$ cat src/rtl/sipo_rx_pkg.sv
// sipo_rx_pkg: receiver states and line-level constants shared with the PISO-side framer.
package sipo_rx_pkg;
  typedef enum logic [1:0] {RX_IDLE, RX_DATA, RX_STOP} rx_state_t;
  localparam logic LINE_IDLE = 1'b1;
  localparam logic START_BIT = 1'b0;
  localparam logic STOP_BIT  = 1'b1;
endpackage

$ cat src/rtl/sipo_shift_reg.sv
// sipo_shift_reg: right-shifting SIPO register, new bit enters at the MSB.
module sipo_shift_reg #(
  parameter int DATA_W = 8
) (
  input  logic              clk,
  input  logic              clr,
  input  logic              en,
  input  logic              din,
  output logic [DATA_W-1:0] q
);
  always_ff @(posedge clk)
    if (clr) q <= '0;
    else if (en) q <= {din, q[DATA_W-1:1]};
endmodule

$ cat src/rtl/sipo_rx.sv
// sipo_rx: start/stop framed serial receiver with a one-entry valid/ready holding register.
module sipo_rx
  import sipo_rx_pkg::*;
#(
  parameter int DATA_W = 8
) (
  input  logic              clk,
  input  logic              reset_n,
  input  logic              bit_en,
  input  logic              serial_in,
  output logic [DATA_W-1:0] data_out,
  output logic              data_valid,
  input  logic              data_ready,
  output logic              frame_err,
  output logic              overrun,
  output logic              busy
);
  localparam int CW = $clog2(DATA_W);
  rx_state_t state, state_nx;
  logic [CW-1:0] cnt;
  logic [DATA_W-1:0] sr;
  logic start, shift, last, commit, bad_stop;
  always_comb begin
    start    = bit_en && state == RX_IDLE && serial_in == START_BIT;
    shift    = bit_en && state == RX_DATA;
    last     = cnt == CW'(DATA_W - 1);
    commit   = bit_en && state == RX_STOP && serial_in == STOP_BIT;
    bad_stop = bit_en && state == RX_STOP && serial_in != STOP_BIT;
    state_nx = state;
    case (state)
      RX_IDLE: state_nx = start ? RX_DATA : RX_IDLE;
      RX_DATA: state_nx = (shift && last) ? RX_STOP : RX_DATA;
      RX_STOP: state_nx = bit_en ? RX_IDLE : RX_STOP;
      default: state_nx = RX_IDLE;
    endcase
  end
  always_ff @(posedge clk)
    if (!reset_n) state <= RX_IDLE;
    else state <= state_nx;
  always_ff @(posedge clk)
    if (!reset_n || start) cnt <= '0;
    else if (shift) cnt <= cnt + 1'b1;
  sipo_shift_reg #(.DATA_W(DATA_W)) u_sr (
    .clk (clk),
    .clr (!reset_n),
    .en  (shift),
    .din (serial_in),
    .q   (sr)
  );
  // A commit into a full holding register only lands if the old word is read on the same edge.
  always_ff @(posedge clk)
    if (!reset_n) begin
      data_out   <= '0;
      data_valid <= 1'b0;
      frame_err  <= 1'b0;
      overrun    <= 1'b0;
    end else begin
      frame_err <= bad_stop;
      if (commit && (!data_valid || data_ready)) begin
        data_out   <= sr;
        data_valid <= 1'b1;
      end else begin
        if (commit) overrun <= 1'b1;
        if (data_valid && data_ready) data_valid <= 1'b0;
      end
    end
  assign busy = state != RX_IDLE;
endmodule

$ cat config.mk
export PLATFORM = sky130hd
export DESIGN_NAME = sipo_rx
export DESIGN_NICKNAME = d
export VERILOG_FILES = /design/src/rtl/sipo_rx_pkg.sv /design/src/rtl/sipo_shift_reg.sv /design/src/rtl/sipo_rx.sv
export SDC_FILE = /design/constraint.sdc
export NUM_CORES = 1
export LEC_CHECK = 0
export CORE_MARGIN = 4
export CORE_UTILIZATION = 54
export CTS_CLUSTER_SIZE = 40
export DETAILED_ROUTE_END_ITERATION = 12
export PLACE_DENSITY = 0.9
export SYNTH_ARGS = -nofsm -noshare
export SYNTH_HDL_FRONTEND = slang
export SYNTH_SLANG_ARGS = --single-unit
$ cat constraint.sdc
create_clock -name clk -period 2 [get_ports clk]
set_input_delay 0.2 -clock clk [delete_from_list [all_inputs] [get_ports clk]]
set_output_delay 0.2 -clock clk [all_outputs]
set_load 0.05 [all_outputs]
* Yosys cells after proc, flatten, opt, wreduce, memory -nomap -nowiden
Index checks and enable logic that the tools add are counted.
** Storage, ports and cells
- Logic and storage cells :: 36
- Register bits after elaboration :: 24
- Output and inout port bits :: 12
- Input port bits :: 5
** Cells by class
- Bitwise gates (word level) :: 2
- Mux-type cells :: 6
- Equal/unequal tests :: 3
- Reduce and logical (&&, ||, !) cells :: 17
- $add $sub $neg :: 1
** Operator list (number)
- logical AND 1 bit :: 9
- one-hot mux 2 bit (3 select lines) :: 1
- two-way mux 2 bit :: 2
- nonzero test 2 bit :: 2
- adder 3 x 1 -> 3 bit (second input constant) :: 1
- == test 3 bit (second input constant) :: 1
- two-way mux 1 bit :: 3
- == test 2 x 1 -> 1 bit (second input constant) :: 1
- == test 2 bit (second input constant) :: 1
- logical NOT 1 bit :: 2
- logical NOT 2 bit :: 1
- logical OR 1 bit :: 2
- inverter 1 bit :: 2
- AND reduction 2 bit :: 1

* Depth between registers and ports, before layout
Gate-level depths: netlist of run 1.
- Depth after elaboration :: 6
- Mapped depth :: 5
- Gate-level depth less buffers :: 5

* Cells and area by module
Synthesis of run 1 repeated with hierarchy kept, for this count alone.
** Second synthesis, totals
- Cell total of the unflattened synthesis :: 97
- Area total of the unflattened synthesis :: 974.7 um2
** Modules (own cells, without submodules)
- sipo_rx :: cells an instance 71, seq. area each 320.3 um2, area each 689.4 um2, instances 1
- sipo_shift_reg :: cells an instance 26, seq. area each 160.2 um2, area each 285.3 um2, instances 1

* Least setup slack after synthesis of run 1
OpenSTA, ideal clock, no wires.
- Path type :: register to register
- Start :: reg data_valid
- End :: reg data_out[0]
- Path slack :: 728 ps
- Arrival time :: 1153 ps
- Clock period less this slack :: 1272 ps
- Buffers on the path :: 1
- Setup time :: 119 ps
- Stages on the path, launching flop included :: 5
- Required time :: 1881 ps
- Cell sequence :: dfxtp_1 > nand2b_1 > nor2b_2 > buf_6 > mux2i_1
** On the way
- Word-level cells in the longest chain between the ends :: 3
** Ends and longest elaborated chain
- start, declared :: RTL line sipo_rx.sv:12 : output logic data_valid,
- start signal, assigned :: RTL line sipo_rx.sv:54 : data_valid <= 1'b0;
- start signal, assigned :: RTL line sipo_rx.sv:61 : data_valid <= 1'b1;
- start signal, assigned :: RTL line sipo_rx.sv:64 : if (data_valid && data_ready) data_valid <= 1'b0;
- logical NOT 1 bit :: RTL line sipo_rx.sv:59 : if (commit && (!data_valid || data_ready)) begin
- logical OR 1 bit :: RTL line sipo_rx.sv:59
- logical AND 1 bit :: RTL line sipo_rx.sv:59
- end signal, assigned :: RTL line sipo_rx.sv:60 : data_out <= sr;
- end, declared :: RTL line sipo_rx.sv:11 : output logic [DATA_W-1:0] data_out,
Every way passes these cells.
A chain may end at the register's enable or synchronous reset.

* Worst setup path in the final report of run 1
- Start :: reg state[0]
- End :: out busy
** On the way
- Word-level cells in the longest chain between the ends :: 1
** Ends and longest elaborated chain
- start, declared :: RTL line sipo_rx.sv:19 : rx_state_t state, state_nx;
- start signal, assigned :: RTL line sipo_rx.sv:39 : else state <= state_nx;
- nonzero test 2 bit :: RTL line sipo_rx.sv:67 : assign busy = state != RX_IDLE;
- end, declared :: RTL line sipo_rx.sv:16 : output logic busy
Every way passes these cells.

==> results.yml, run 1 <==
logic_synthesis:
  syn-cell-area_um2: 973.4
  ys_seq_area_frac: 0.4936
  yosysWarnings: 0
  syn_inst: 96
  ys_seq_elements: 24
  syn-num-nets: 103
  syn_avg_cell_area_um2: 10.14
  ys_types: 21
global_route:
  grt_pass1_wl_um: 2739
  grt_pass1_vias: 644
  antenna_found_initial: 0
  grt-ovfl-total: 0
  grt_usage: 0.1413
  grt_start_max_net_pins: 23
die:
  io_pins: 17
  die_h_um: 50.46
  num_rows: 15
  initial_core_util: 0.5700
  die_area_um2: 2546
  core_area_um2: 1708
  die_w_um: 50.46
sta:
  tightest_slew_ns: 0.5759
  relSlewSlack: 0.6110
  fin_crit_ns: 1.912
  setup_violations: 0
  rsz0062_at_grt: "no"
  fin_crit_sh: 0.9559
  finalHoldViolations: 0
  drv_slew: 0
  clock.fmax_ghz: 0.5231
  fin_setup_tns_ns: 0
  fin_skew_ns: 0.002681
clocking:
  post_cts_resized: 0
  clk_pin_slew_worst_paths_ns: 0.13
  cts_hold_buf: 0
  cts_buffers: 3
  htreeDepth: 1
  cts_buffer_depth: 2
  clk_latency_ns: 0.31
  ctsRootBufferMaster: "clkbuf_4"
  cts.sinks: 24
  cts_tree: "yes"
  post_cts.repair.setup_buffers: 0
layout:
  layout.nets: 122
  layout-drive-gt1-share: 0.08772
  finish.utilization: 0.6967
  seq_area_um2: 480.5
  num_antenna_cells: 0
  layout.cells.non_filler: 139
  fill_cells: 138
  final_area_um2: 1190
  areaGrowthSynthToFinish_pct: 22.24
  multi_input_area_um2: 455.4
placed_design:
  dp.cells: 135
  io_buffers: 16
  gp_congestion: 0.7065
  place_area_um2: 1154
  dpl.hpwl_um: 1158
status:
  outcome: "completed"
detailed_routing:
  vias: 693
  totalWireLength_um: 1640
  drc: 0
  drt_iter0_drc: 10
  first_pass_iters: 4
  viasPerCell: 4.986
  antenna_left: 0
  drt-wirelength-per-cell_um: 11.80
power:
  powerDensity_nw_per_um2: 660.7
  p_leak_nw: 0.4786
  ir_drop_mv: 0.3982
  finalPower_w: 0.0007862
worst_setup_path:
  cp.required_ns: 1.80
  start_kind: "register"
  worstPathArrival_ns: 1.71
  crit_type: "reg2out"
  cp_max_fo: 8
  cp-end-kind: "primary output"
min_path:
  min_path_type: "reg2reg"
flow_run:
  drv_cap: 0
==> cell usage after synthesis <==
master | number | share of area
a21boi_0 | 2 | 0.015
a21oi_1 | 1 | 0.0051
and3_2 | 1 | 0.0077
buf_6 | 2 | 0.023
clkbuf_1 | 3 | 0.012
dfxtp_1 | 24 | 0.49
ha_1 | 2 | 0.026
inv_1 | 1 | 0.0039
mux2i_1 | 18 | 0.19
nand2_1 | 18 | 0.069
nand2b_1 | 1 | 0.0064
nand3b_1 | 1 | 0.0077
nand4b_1 | 2 | 0.018
nor2_1 | 5 | 0.019
nor2b_1 | 8 | 0.051
nor2b_2 | 1 | 0.0090
nor3b_1 | 2 | 0.015
o21a_1 | 1 | 0.0077
o41ai_1 | 1 | 0.0090
or2_2 | 1 | 0.0064
xor2_1 | 1 | 0.0090
==> worst max-delay path, stage by stage, from the launching register on <==
cell	delay, ns
dfxtp_1	0.46
or2_2	0.15
clkdlybuf4s50_1	0.79
==> cells by family (layout without fill, tap and decap cells) <==
family,Yosys count,in the layout,share of synthesized area
and+or+nand+nor,40,40,0.2108
xor gates and xnor gates,1,1,0.008999
adders and majority gates,2,2,0.02570
AOI/OAI and AO/OA,5,5,0.03727
buffers and inverters,6,24,0.03855
DFF,24,24,0.4936
muxes,18,18,0.1851
==> placed cells by master, fill, tap and decap left out, types with 2 or more instances in the layout <==
| master | synthesis | routed |
|---|---|---|
| nor2b_1 | 8 | 8 |
| ha_1 | 2 | 2 |
| nor3b_1 | 2 | 2 |
| clkbuf_4 | 0 | 3 |
| dfxtp_1 | 24 | 24 |
| nand4b_1 | 2 | 2 |
| nor2_1 | 5 | 5 |
| mux2i_1 | 18 | 18 |
| buf_4 | 0 | 3 |
| clkdlybuf4s50_1 | 0 | 16 |
| a21boi_0 | 2 | 2 |
| nand2_1 | 18 | 18 |
==> metal layers <==
| metal | part of all wire | global-route usage | wire length (um) | vias up |
|---|---|---|---|---|
| met5 | 0 | 0 | 0 | - |
| met4 | 0.019 | 0.08072 | 31 | 0 |
| met3 | 0.041 | 0.04154 | 68 | 5 |
| met2 | 0.45 | 0.2196 | 733 | 14 |
| met1 | 0.49 | 0.1732 | 807 | 320 |
| li1 | - | - | - | 354 |
==> cell type report <==
cell class | instances | share of cell area
Timing Repair Buffer | 19 | 0.1535
Clock buffer | 4 | 0.03049
Multi-Input combinational cell | 66 | 0.3828
Tap cell | 25 | 0.02629
Inverter | 1 | 0.003155
Sequential cell | 24 | 0.4038
==> registers in the layout (all words and copies together), names as in the netlist <==
signal	count
overrun	1
u_sr.q	8
cnt	3
state	2
data_out	8
frame_err	1
data_valid	1
==> path summary, 6_finish.rpt <==
check	from	endpoint	slack [ns]	cells past startpoint
max	state[0]	busy	0.09	2
min	data_out[1]	data_out[1]	0.47	2
min reg2reg	data_out[1]	data_out[1]	0.47	2
max reg2reg	state[0]	data_out[7]	0.73	4
==> through the flow <==
step | hold WS (ns) | setup WS, ns
CTS | 0.4702 | 0.08975
global route | 0.4872 | 0.01476
finish | 0.4661 | 0.08819
detailed placement | 0.4453 | 0.4087
floorplan | 0.3662 | 0.7284
global placement | 0.4451 | 0.4624
==> where the power goes <==
group / leakage (nW) / internal (W) / switching, W
Clock: 0.0210 / 0.000111 / 0.000139
Sequential: 0.194 / 0.000481 / 0.00000398
Combinational: 0.264 / 0.0000239 / 0.0000272
Total: 0.479 / 0.000616 / 0.000170
Power figures use the tool's default switching activity.
==> inputs of run 2 (changes only) <==
Settings changed: CTS_CLUSTER_SIZE 40 to 12.
==> results of run 2 <==
No change in the layout: final DEF, timing and power equal those of run 1.
==> inputs of run 3 (changes only) <==
Settings changed: CORE_UTILIZATION 54 to 55, CTS_BUF_LIST set to sky130_fd_sc_hd__clkbuf_4, PLACE_DENSITY 0.9 to 0.92.
==> results.yml, run 3 (synthesis results as in run 1) <==
status:
  outcome: "completed"
worst_setup_path:
  path_buf_inv: 1
  cpPeakStageDelay_ns: 0.81
  worstPathArrival_ns: 1.48
  start_kind: "register"
  timing.critical_path.cells: "clkdlybuf4s50_1"
  cp.required_ns: 1.80
  r2r_setup_slack_ns: 0.64
  cp_top_family: "buffers and inverters"
  cp_max_fo: 2
  cp_slowest_cell: "clkdlybuf4s50_1"
  crit_type: "reg2out"
  cp-end-kind: "primary output"
sta:
  rsz0062_at_grt: "no"
  finalHoldViolations: 0
  fin_skew_ns: 0.001704
  setup_violations: 0
  relSlewSlack: 0.5815
  fin_setup_tns_ns: 0
  setup_slack_ns: 0.3245
  drv_slew: 0
  fin_crit_ns: 1.676
  clock.fmax_ghz: 0.5968
  tightest_slew_ns: 0.6196
  fin_crit_sh: 0.8378
power:
  p_leak_nw: 0.5011
  ir_drop_mv: 0.6281
  powerDensity_nw_per_um2: 728.1
clocking:
  cts.sinks: 24
  clk_pin_slew_worst_paths_ns: 0.13
  cts_tree: "yes"
  ctsRootBufferMaster: "clkbuf_4"
  cts_buffer_depth: 2
  clk_latency_ns: 0.31
  cts_hold_buf: 0
  cts_buffers: 3
  post_cts.repair.setup_buffers: 0
  htreeDepth: 1
placed_design:
  dp.cells: 134
  post-place-ws_ns: 0.3687
  dpl.hpwl_um: 1178
  gp_congestion: 0.7217
  io_buffers: 16
global_route:
  antenna_found_initial: 0
  grt_pass1_wl_um: 2863
  grt-ovfl-total: 0
  grt_pass1_vias: 662
  grt_start_max_net_pins: 31
  grt_usage: 0.1491
layout:
  num_antenna_cells: 0
  layout.nets: 122
  layout.cells.non_filler: 138
  reg_top3: "data_out x8, u_sr.q x8, cnt x3"
  layout_common_cells: "24 x dfxtp_1, 18 x nand2_1, 18 x mux2i_1"
  layout-drive-gt1-share: 0.08772
  mostFrequentLayoutCell: "dfxtp_1"
  finish.utilization: 0.7575
  areaGrowthSynthToFinish_pct: 24.04
die:
  die_area_um2: 2507
  die_h_um: 50.07
  core_area_um2: 1594
  io_pins: 17
  die_w_um: 50.07
  initial_core_util: 0.6107
  num_rows: 14
detailed_routing:
  viasPerCell: 5.000
  drc: 0
  totalWireLength_um: 1706
  first_pass_iters: 4
  vias: 690
  drt_iter0_drc: 5
  drt-wirelength-per-cell_um: 12.36
  antenna_left: 0
flow_run:
  drv_cap: 0
min_path:
  min_path_type: "reg2reg"
## run 3: cell count changes in the layout (fill, tap and decap cells not counted), sizes merged
cell,before,now
dlymetal6s2s,0,1
bufinv,0,1
clkbuf,4,3
clkdlybuf4s50,16,15
## run 3: area by class of cell
type / count / area (um^2)
tap: 24 / 30.03
inverter: 1 / 3.754
fill: 115 / 386.6
clock inverter: 1 / 30.03
timing repair buffer: 19 / 185.2
multi-input combinational: 66 / 455.4
clock buffer: 3 / 22.52
sequential: 24 / 480.5
## run 3: worst paths after layout
path	end	cells after the start	startpoint
setup / recovery	data_out[7]	1	data_out[7]
hold / removal	data_out[0]	2	data_out[0]
setup reg to reg	cnt[2]	4	state[1]
hold reg to reg	data_out[0]	2	data_out[0]
## run 3: through the flow
stage                     hold WS (ns)  total power, W  area [um^2]
after CTS                       0.4745       0.0008859         1205
after detailed placement        0.4525       0.0005453         1152
after floorplan                 0.3662       0.0005280        973.4
final                           0.4693       0.0008792         1207
after global routing            0.4936       0.0009169         1207
after global placement          0.4425       0.0005441         1152
## run 3: power breakdown
| group | switching (W) | internal (W) | total [W] |
|---|---|---|---|
| clock | 0.000140 | 0.000203 | 0.000343 |
| combinational | 0.0000273 | 0.0000237 | 0.0000510 |
| sequential | 0.00000400 | 0.000481 | 0.000485 |
| total | 0.000172 | 0.000707 | 0.000879 |
## run 3: worst reg2reg max path, delay by kind of cell, from the launching register on
| family | cells | cell delay (ns) |
|---|---|---|
| flip-flops | 1 | 0.48 |
| AND/OR/NAND/NOR | 2 | 0.33 |
| buffers and inverters | 1 | 0.24 |
| multiplexers | 1 | 0.20 |
## run 3: per-layer routing
metal  vias up  global-route usage  part of all wire
li1        356                   -                 -
met1       320              0.1670              0.45
met2        12              0.2478              0.51
met3         2             0.03916             0.038
met4         0             0.09217            0.0088
met5         -                   0                 0
## run 3: repair_timing
action	4_1_cts	5_1_grt
hold endpoints to repair	0	0
resized for setup	0	1
endpoints found under the setup margin	0	1
